===== src/rtl/voice_allocator.sv =====
// -----------------------------------------------------------------------------
// voice_allocator
//
// Binds active notes from the keypad decoder and the loop playback engine
// to NUM_VOICES shared tone-generator slots. A 4-bit scan index walks the
// 16 note positions continuously, one index per cycle. An active note that
// no slot holds yet is given the lowest free slot. Every cycle, in parallel,
// slots whose note is no longer requested are released, and the owner
// (keypad or looper) of each held note is refreshed.
//
// Optional feature (macro VOICE_STEAL_EN): when no slot is free, a keypad
// note may take over the oldest looper-owned slot. Ties go to the lowest
// slot index. With the macro undefined, an unplaceable note only pulses
// `dropped`.
//
// Parameters:
//   NUM_VOICES  number of voice slots (1..8)
//   AGE_W       width of the per-slot saturating age counter
// Ports:
//   clk            system clock
//   rst            synchronous active-high reset
//   keypad_vector  held keypad notes, bit n = note n
//   looper_vector  notes requested by loop playback
//   voice_valid    slot i is bound to a note
//   voice_note     note index of slot i in bits [4i+3:4i]
//   voice_src      1 = slot i owned by keypad, 0 = owned by looper
//   dropped        one-cycle pulse, a scanned note could not get a slot
//   scan_done      one-cycle pulse, scan index 15 was processed
// -----------------------------------------------------------------------------
module voice_allocator #(
    parameter int NUM_VOICES = 4,
    parameter int AGE_W      = 8
) (
    input  logic                    clk,
    input  logic                    rst,
    input  logic [15:0]             keypad_vector,
    input  logic [15:0]             looper_vector,
    output logic [NUM_VOICES-1:0]   voice_valid,
    output logic [4*NUM_VOICES-1:0] voice_note,
    output logic [NUM_VOICES-1:0]   voice_src,
    output logic                    dropped,
    output logic                    scan_done
);

    typedef enum logic {
        IDLE = 1'b0,
        SCAN = 1'b1
    } state_t;

    localparam logic [AGE_W-1:0] AGE_MAX = '1;

    state_t                state_reg, state_next;
    logic [3:0]            idx_reg, idx_next;
    logic [NUM_VOICES-1:0] valid_reg, valid_next;
    logic [NUM_VOICES-1:0] src_reg, src_next;
    logic [3:0]            note_reg [NUM_VOICES];
    logic [3:0]            note_next [NUM_VOICES];
    logic [AGE_W-1:0]      age_reg [NUM_VOICES];
    logic [AGE_W-1:0]      age_next [NUM_VOICES];
    logic                  dropped_reg, dropped_next;
    logic                  scan_done_reg, scan_done_next;

    logic [15:0]           req;
    logic [NUM_VOICES-1:0] slot_req;   // slot's note is still requested
    logic [NUM_VOICES-1:0] slot_kp;    // slot's note is held on the keypad
    logic [NUM_VOICES-1:0] slot_hit;   // slot already holds the scanned note

    logic                  free_found;
    int                    free_slot;
    logic                  steal_found;
    int                    steal_slot;
    logic                  alloc_en;
    int                    alloc_slot;

    assign req = keypad_vector | looper_vector;

    generate
        for (genvar gi = 0; gi < NUM_VOICES; gi++) begin : g_slot
            assign slot_req[gi]          = req[note_reg[gi]];
            assign slot_kp[gi]           = keypad_vector[note_reg[gi]];
            assign slot_hit[gi]          = valid_reg[gi] && (note_reg[gi] == idx_reg);
            assign voice_note[4*gi +: 4] = note_reg[gi];
        end
    endgenerate

    // Lowest-numbered free slot, judged on the registered valid bits so a
    // slot released this cycle is only reusable from the next cycle on.
    always_comb begin
        free_found = 1'b0;
        free_slot  = 0;
        for (int i = NUM_VOICES - 1; i >= 0; i--) begin
            if (!valid_reg[i]) begin
                free_found = 1'b1;
                free_slot  = i;
            end
        end
    end

`ifdef VOICE_STEAL_EN
    logic [AGE_W-1:0] steal_age;

    // Oldest looper-owned slot; strict '>' keeps the lowest index on ties.
    always_comb begin
        steal_found = 1'b0;
        steal_slot  = 0;
        steal_age   = '0;
        for (int i = 0; i < NUM_VOICES; i++) begin
            if (valid_reg[i] && !src_reg[i] &&
                (!steal_found || (age_reg[i] > steal_age))) begin
                steal_found = 1'b1;
                steal_slot  = i;
                steal_age   = age_reg[i];
            end
        end
    end
`else
    assign steal_found = 1'b0;
    assign steal_slot  = 0;
`endif

    always_comb begin
        state_next     = state_reg;
        idx_next       = idx_reg;
        dropped_next   = 1'b0;
        scan_done_next = 1'b0;
        alloc_en       = 1'b0;
        alloc_slot     = 0;

        case (state_reg)
            IDLE: begin
                state_next = SCAN;
                idx_next   = 4'd0;
            end
            SCAN: begin
                idx_next       = idx_reg + 4'd1;
                scan_done_next = (idx_reg == 4'd15);
                if (req[idx_reg] && !(|slot_hit)) begin
                    if (free_found) begin
                        alloc_en   = 1'b1;
                        alloc_slot = free_slot;
                    end else if (keypad_vector[idx_reg] && steal_found) begin
                        alloc_en   = 1'b1;
                        alloc_slot = steal_slot;
                    end else begin
                        dropped_next = 1'b1;
                    end
                end
            end
            default: begin
                state_next = IDLE;
                idx_next   = 4'd0;
            end
        endcase

        for (int i = 0; i < NUM_VOICES; i++) begin
            valid_next[i] = valid_reg[i];
            note_next[i]  = note_reg[i];
            src_next[i]   = src_reg[i];
            age_next[i]   = age_reg[i];
            // Release has priority: a steal aimed at a slot whose own note
            // just went away is simply lost, the slot goes free.
            if (valid_reg[i] && !slot_req[i]) begin
                valid_next[i] = 1'b0;
                age_next[i]   = '0;
            end else if (alloc_en && (alloc_slot == i)) begin
                valid_next[i] = 1'b1;
                note_next[i]  = idx_reg;
                src_next[i]   = keypad_vector[idx_reg];
                age_next[i]   = '0;
            end else if (valid_reg[i]) begin
                if (age_reg[i] != AGE_MAX) begin
                    age_next[i] = age_reg[i] + 1'b1;
                end
                // Note is still requested: keypad if held there, else looper.
                src_next[i] = slot_kp[i];
            end
        end
    end

    always_ff @(posedge clk) begin
        if (rst) begin
            state_reg     <= IDLE;
            idx_reg       <= 4'd0;
            valid_reg     <= '0;
            src_reg       <= '0;
            dropped_reg   <= 1'b0;
            scan_done_reg <= 1'b0;
            for (int i = 0; i < NUM_VOICES; i++) begin
                note_reg[i] <= 4'd0;
                age_reg[i]  <= '0;
            end
        end else begin
            state_reg     <= state_next;
            idx_reg       <= idx_next;
            valid_reg     <= valid_next;
            src_reg       <= src_next;
            dropped_reg   <= dropped_next;
            scan_done_reg <= scan_done_next;
            for (int i = 0; i < NUM_VOICES; i++) begin
                note_reg[i] <= note_next[i];
                age_reg[i]  <= age_next[i];
            end
        end
    end

    assign voice_valid = valid_reg;
    assign voice_src   = src_reg;
    assign dropped     = dropped_reg;
    assign scan_done   = scan_done_reg;

endmodule

===== config.mk =====
export PLATFORM = sky130hd
export DESIGN_NAME = voice_allocator
export DESIGN_NICKNAME = d
export VERILOG_FILES = /design/src/rtl/voice_allocator.sv
export SDC_FILE = /design/constraint.sdc
export NUM_CORES = 1
export LEC_CHECK = 0
export BUFFER_PORTS_ARGS = -buffer_cell sky130_fd_sc_hd__buf_2
export CAP_MARGIN = 20
export CORE_ASPECT_RATIO = 0.8
export CORE_MARGIN = 5
export CORE_UTILIZATION = 56
export CTS_CLUSTER_DIAMETER = 200
export DETAILED_ROUTE_END_ITERATION = 16
export PLACE_DENSITY_LB_ADDON = 0.05
export SYNTH_ARGS = -nofsm -noshare
export SYNTH_HDL_FRONTEND = slang
export SYNTH_SLANG_ARGS = --single-unit

===== constraint.sdc =====
create_clock -name clk -period 3.4 [get_ports clk]
set_clock_uncertainty 0.15 [all_clocks]
set_input_delay 0.34 -clock clk [delete_from_list [all_inputs] [get_ports clk]]
set_output_delay 0.34 -clock clk [all_outputs]
set_load 0.03 [all_outputs]

==> results.yml <==
outcome:
  run_status: "complete, no violations"
clock_tree:
  clk_path_buf_depth: 2
  cts_root_buffer: "clkbuf_8"
  cts.clk_slew.worst_paths_ns: 0.07
  h-tree-depth: 2
  post_cts_buffers: 0
  clkSinkCount: 31
  numCtsBuffers: 5
  hold_buffers: 0
  cts_resized: 0
  cts_tree: "built"
  clkLatencyLatePin_ns: 0.29
sta:
  whs_ns: 0.2956
  rsz0062_at_grt: "no"
  finalSetupViolations: 0
  worst_pin_slew_ns: 0.6709
  hold_viol: 0
  slew_headroom_pct: 55.21
  drv_slew: 0
  timing.setup.tns_ns: 0
  fmax_ghz: 0.3485
  fin_ws_ns: 0.5309
  layout_min_cycle_time_ns: 2.869
  period_share_pct: 84.38
placed_design:
  place_congestion: 0.9313
  portBuffers: 59
  place_ws_ns: 0.5580
  dp.final_hpwl_mm: 6.565
power_and_ir_drop:
  leakagePower_nw: 1.233
  p_sw_mw: 0.2761
  ir_drop_v: 0.0001960
  intPower_mw: 0.7001
  p_total_mw: 0.9762
  sw_frac_of_total_pct: 28.29
  power.density_mw_per_mm2: 302.3
  power_frac_clock_pct: 39.2
  p_comb_share_pct: 21.5
  power_frac_seq_pct: 39.3
setup_path:
  crit_path_cell_trace: "buf_4 > mux4_1 > mux4_2 > clkinv_1 > nand2_1 > o41ai_1 > a21oi_1"
  rrSetupSlack_ns: 0.53
  slowest_stage: "dfxtp_1"
  crit_fanout: 15
  critical_path_class: "reg -> reg"
  rr_startpoint: "idx_reg[0]$_SDFF_PP0_"
  worstSetupStartpointType: "flop"
  required_ns: 3.42
  cp_data_arrival_time_ns: 2.89
  crit_end: "voice_src[3]$_SDFFE_PP0P_"
  max_stage_delay_ns: 0.75
  end_kind: "flop"
  r2r-end: "voice_src[3]$_SDFFE_PP0P_"
  cp-startpoint: "idx_reg[0]$_SDFF_PP0_"
  reg2reg_depth: 7
hold_path:
  min_path_type: "in -> reg"
layout:
  syn2layout_area_growth_pct: 14.51
  drive_above_1_share_pct: 36.56
  nets: 354
  diodes: 0
  largest_reg_flops: 16
synth:
  syn_nets: 308
  syn_area_mm2: 0.002820
  ys_async_sr_fraction_pct: 0
  ys_seq_elements: 31
  synth_edf_count: 0
  synth.distinct_cells: 46
  ys.flop_type: "dfxtp_1"
  ys_seq_area_share_pct: 22.01
  yosysWarnings: 0
  synth.avg_cell_area_um2: 10.33
  synthCells: 273
floorplanning:
  die_w_um: 89.34
  fp-row-count: 23
  core_area_mm2: 0.004950
  initial_core_util_pct: 56.98
  ios: 60
  die_area_mm2: 0.006564
  die_h_um: 73.48
grt:
  busiest_layer: "met2"
  first_global_vias: 2486
  grtUsageMet2_pct: 42.11
  grt_overflow_total: 0
  met1_usage_pct: 41.74
  antenna_found_initial: 0
  grt_max_degree: 20
  use_met3_pct: 6.390
  grt_pass1_wl_mm: 13.72
  track_usage_pct: 28.07
route:
  detail-route-antenna-nets: 0
  dr.pass1.iters: 5
  drt_wl_total_mm: 8.658
  dr.first_iter.drc_count: 227
  wire_per_inst_um: 22.66
  vias_per_cell: 6.835
  via_count: 2611
  drcViolationCount: 0
flow_run:
  drv_cap: 0
==> critical path, delay by kind of cell, from the launching register on <==
kind / cells / cell delay (ns)
simple gates: 1 / 0.05
buf+inv: 2 / 0.40
compound gates: 2 / 0.33
flops: 1 / 0.75
mux: 2 / 1.06
==> logic make-up after synthesis <==
| family | count (synthesis) | synth area share, % |
|---|---|---|
| compound gates | 46 | 9.805 |
| xor+xnor | 18 | 5.590 |
| fa+ha+maj | 1 | 0.4436 |
| buf+inv | 39 | 6.211 |
| flops | 31 | 22.01 |
| mux | 53 | 40.15 |
| simple gates | 85 | 15.79 |
==> placed cells by master, fill, tap and decap left out, types with 2 or more instances in the layout <==
cell	n
mux4_2	39
nand2_1	14
or2_1	4
o21ai_0	13
clkbuf_8	6
dfxtp_1	31
a21oi_1	21
xor2_1	11
buf_4	6
inv_1	11
mux4_1	7
buf_2	59
nand3_1	19
nor3_1	7
nand4_1	3
nor2_1	23
xnor2_1	7
and4_1	3
o211ai_1	2
mux2i_1	7
==> synth_stat cells, types with 11 or more instances <==
library cell / instances / area share, %
a21oi_1: 21 / 3.7
clkbuf_1: 17 / 2.3
dfxtp_1: 31 / 22
inv_1: 11 / 1.5
mux4_2: 39 / 31
nand2_1: 14 / 1.9
nand3_1: 19 / 3.4
nor2_1: 23 / 3.1
o21ai_0: 13 / 2.3
xor2_1: 11 / 3.4
==> power by group through the flow <==
stage,clock network (mW),logic [mW],registers [mW]
floorplan,0,0.129,0.396
global placement,0,0.204,0.391
detailed placement,0,0.205,0.392
CTS,0.386,0.206,0.384
global route,0.400,0.225,0.385
finish,0.382,0.210,0.384
==> how the worst min path moves through the flow <==
stage	startpoint	to	slack, ns	cells after the start
2_1_floorplan	state_reg$_DFF_P_	idx_reg[1]$_SDFF_PP0_	0.33	1
6_report	rst	note_reg[0][2]$_SDFFE_PP0P_	0.30	2
5_1_grt	rst	note_reg[0][3]$_SDFFE_PP0P_	0.32	2
3_5_place_dp	voice_src[0]$_SDFFE_PP0P_	voice_src[0]$_SDFFE_PP0P_	0.32	2
3_3_place_gp	voice_src[0]$_SDFFE_PP0P_	voice_src[0]$_SDFFE_PP0P_	0.31	2
4_1_cts	rst	note_reg[0][2]$_SDFFE_PP0P_	0.29	2
==> metrics by stage <==
stage / utilization (%) / area [um2] / std cells
6_report: 65.24 / 3229 / 382
2_1_floorplan: - / 2820 / 273
3_5_place_dp: 62.87 / 3112 / 374
3_3_place_gp: 62.87 / 3112 / 374
5_1_grt: 65.24 / 3229 / 382
4_1_cts: 65.24 / 3229 / 382
==> per-layer routing <==
metal / up-vias / wire length (um)
li1: 1149 / -
met1: 1263 / 3637
met2: 185 / 3912
met3: 14 / 990
met4: 0 / 116
met5: - / 0
==> area by class of cell <==
type	count	area, um2
well taps	62	77.57
inverters	13	48.80
flip-flops and latches	31	620.6
repair buffers	65	340.3
clock buffers	6	82.58
clock inverters	2	35.03
fillers	425	1720
multi-input cells	203	2024
Note: power is estimated with default switching activity, not from simulation.
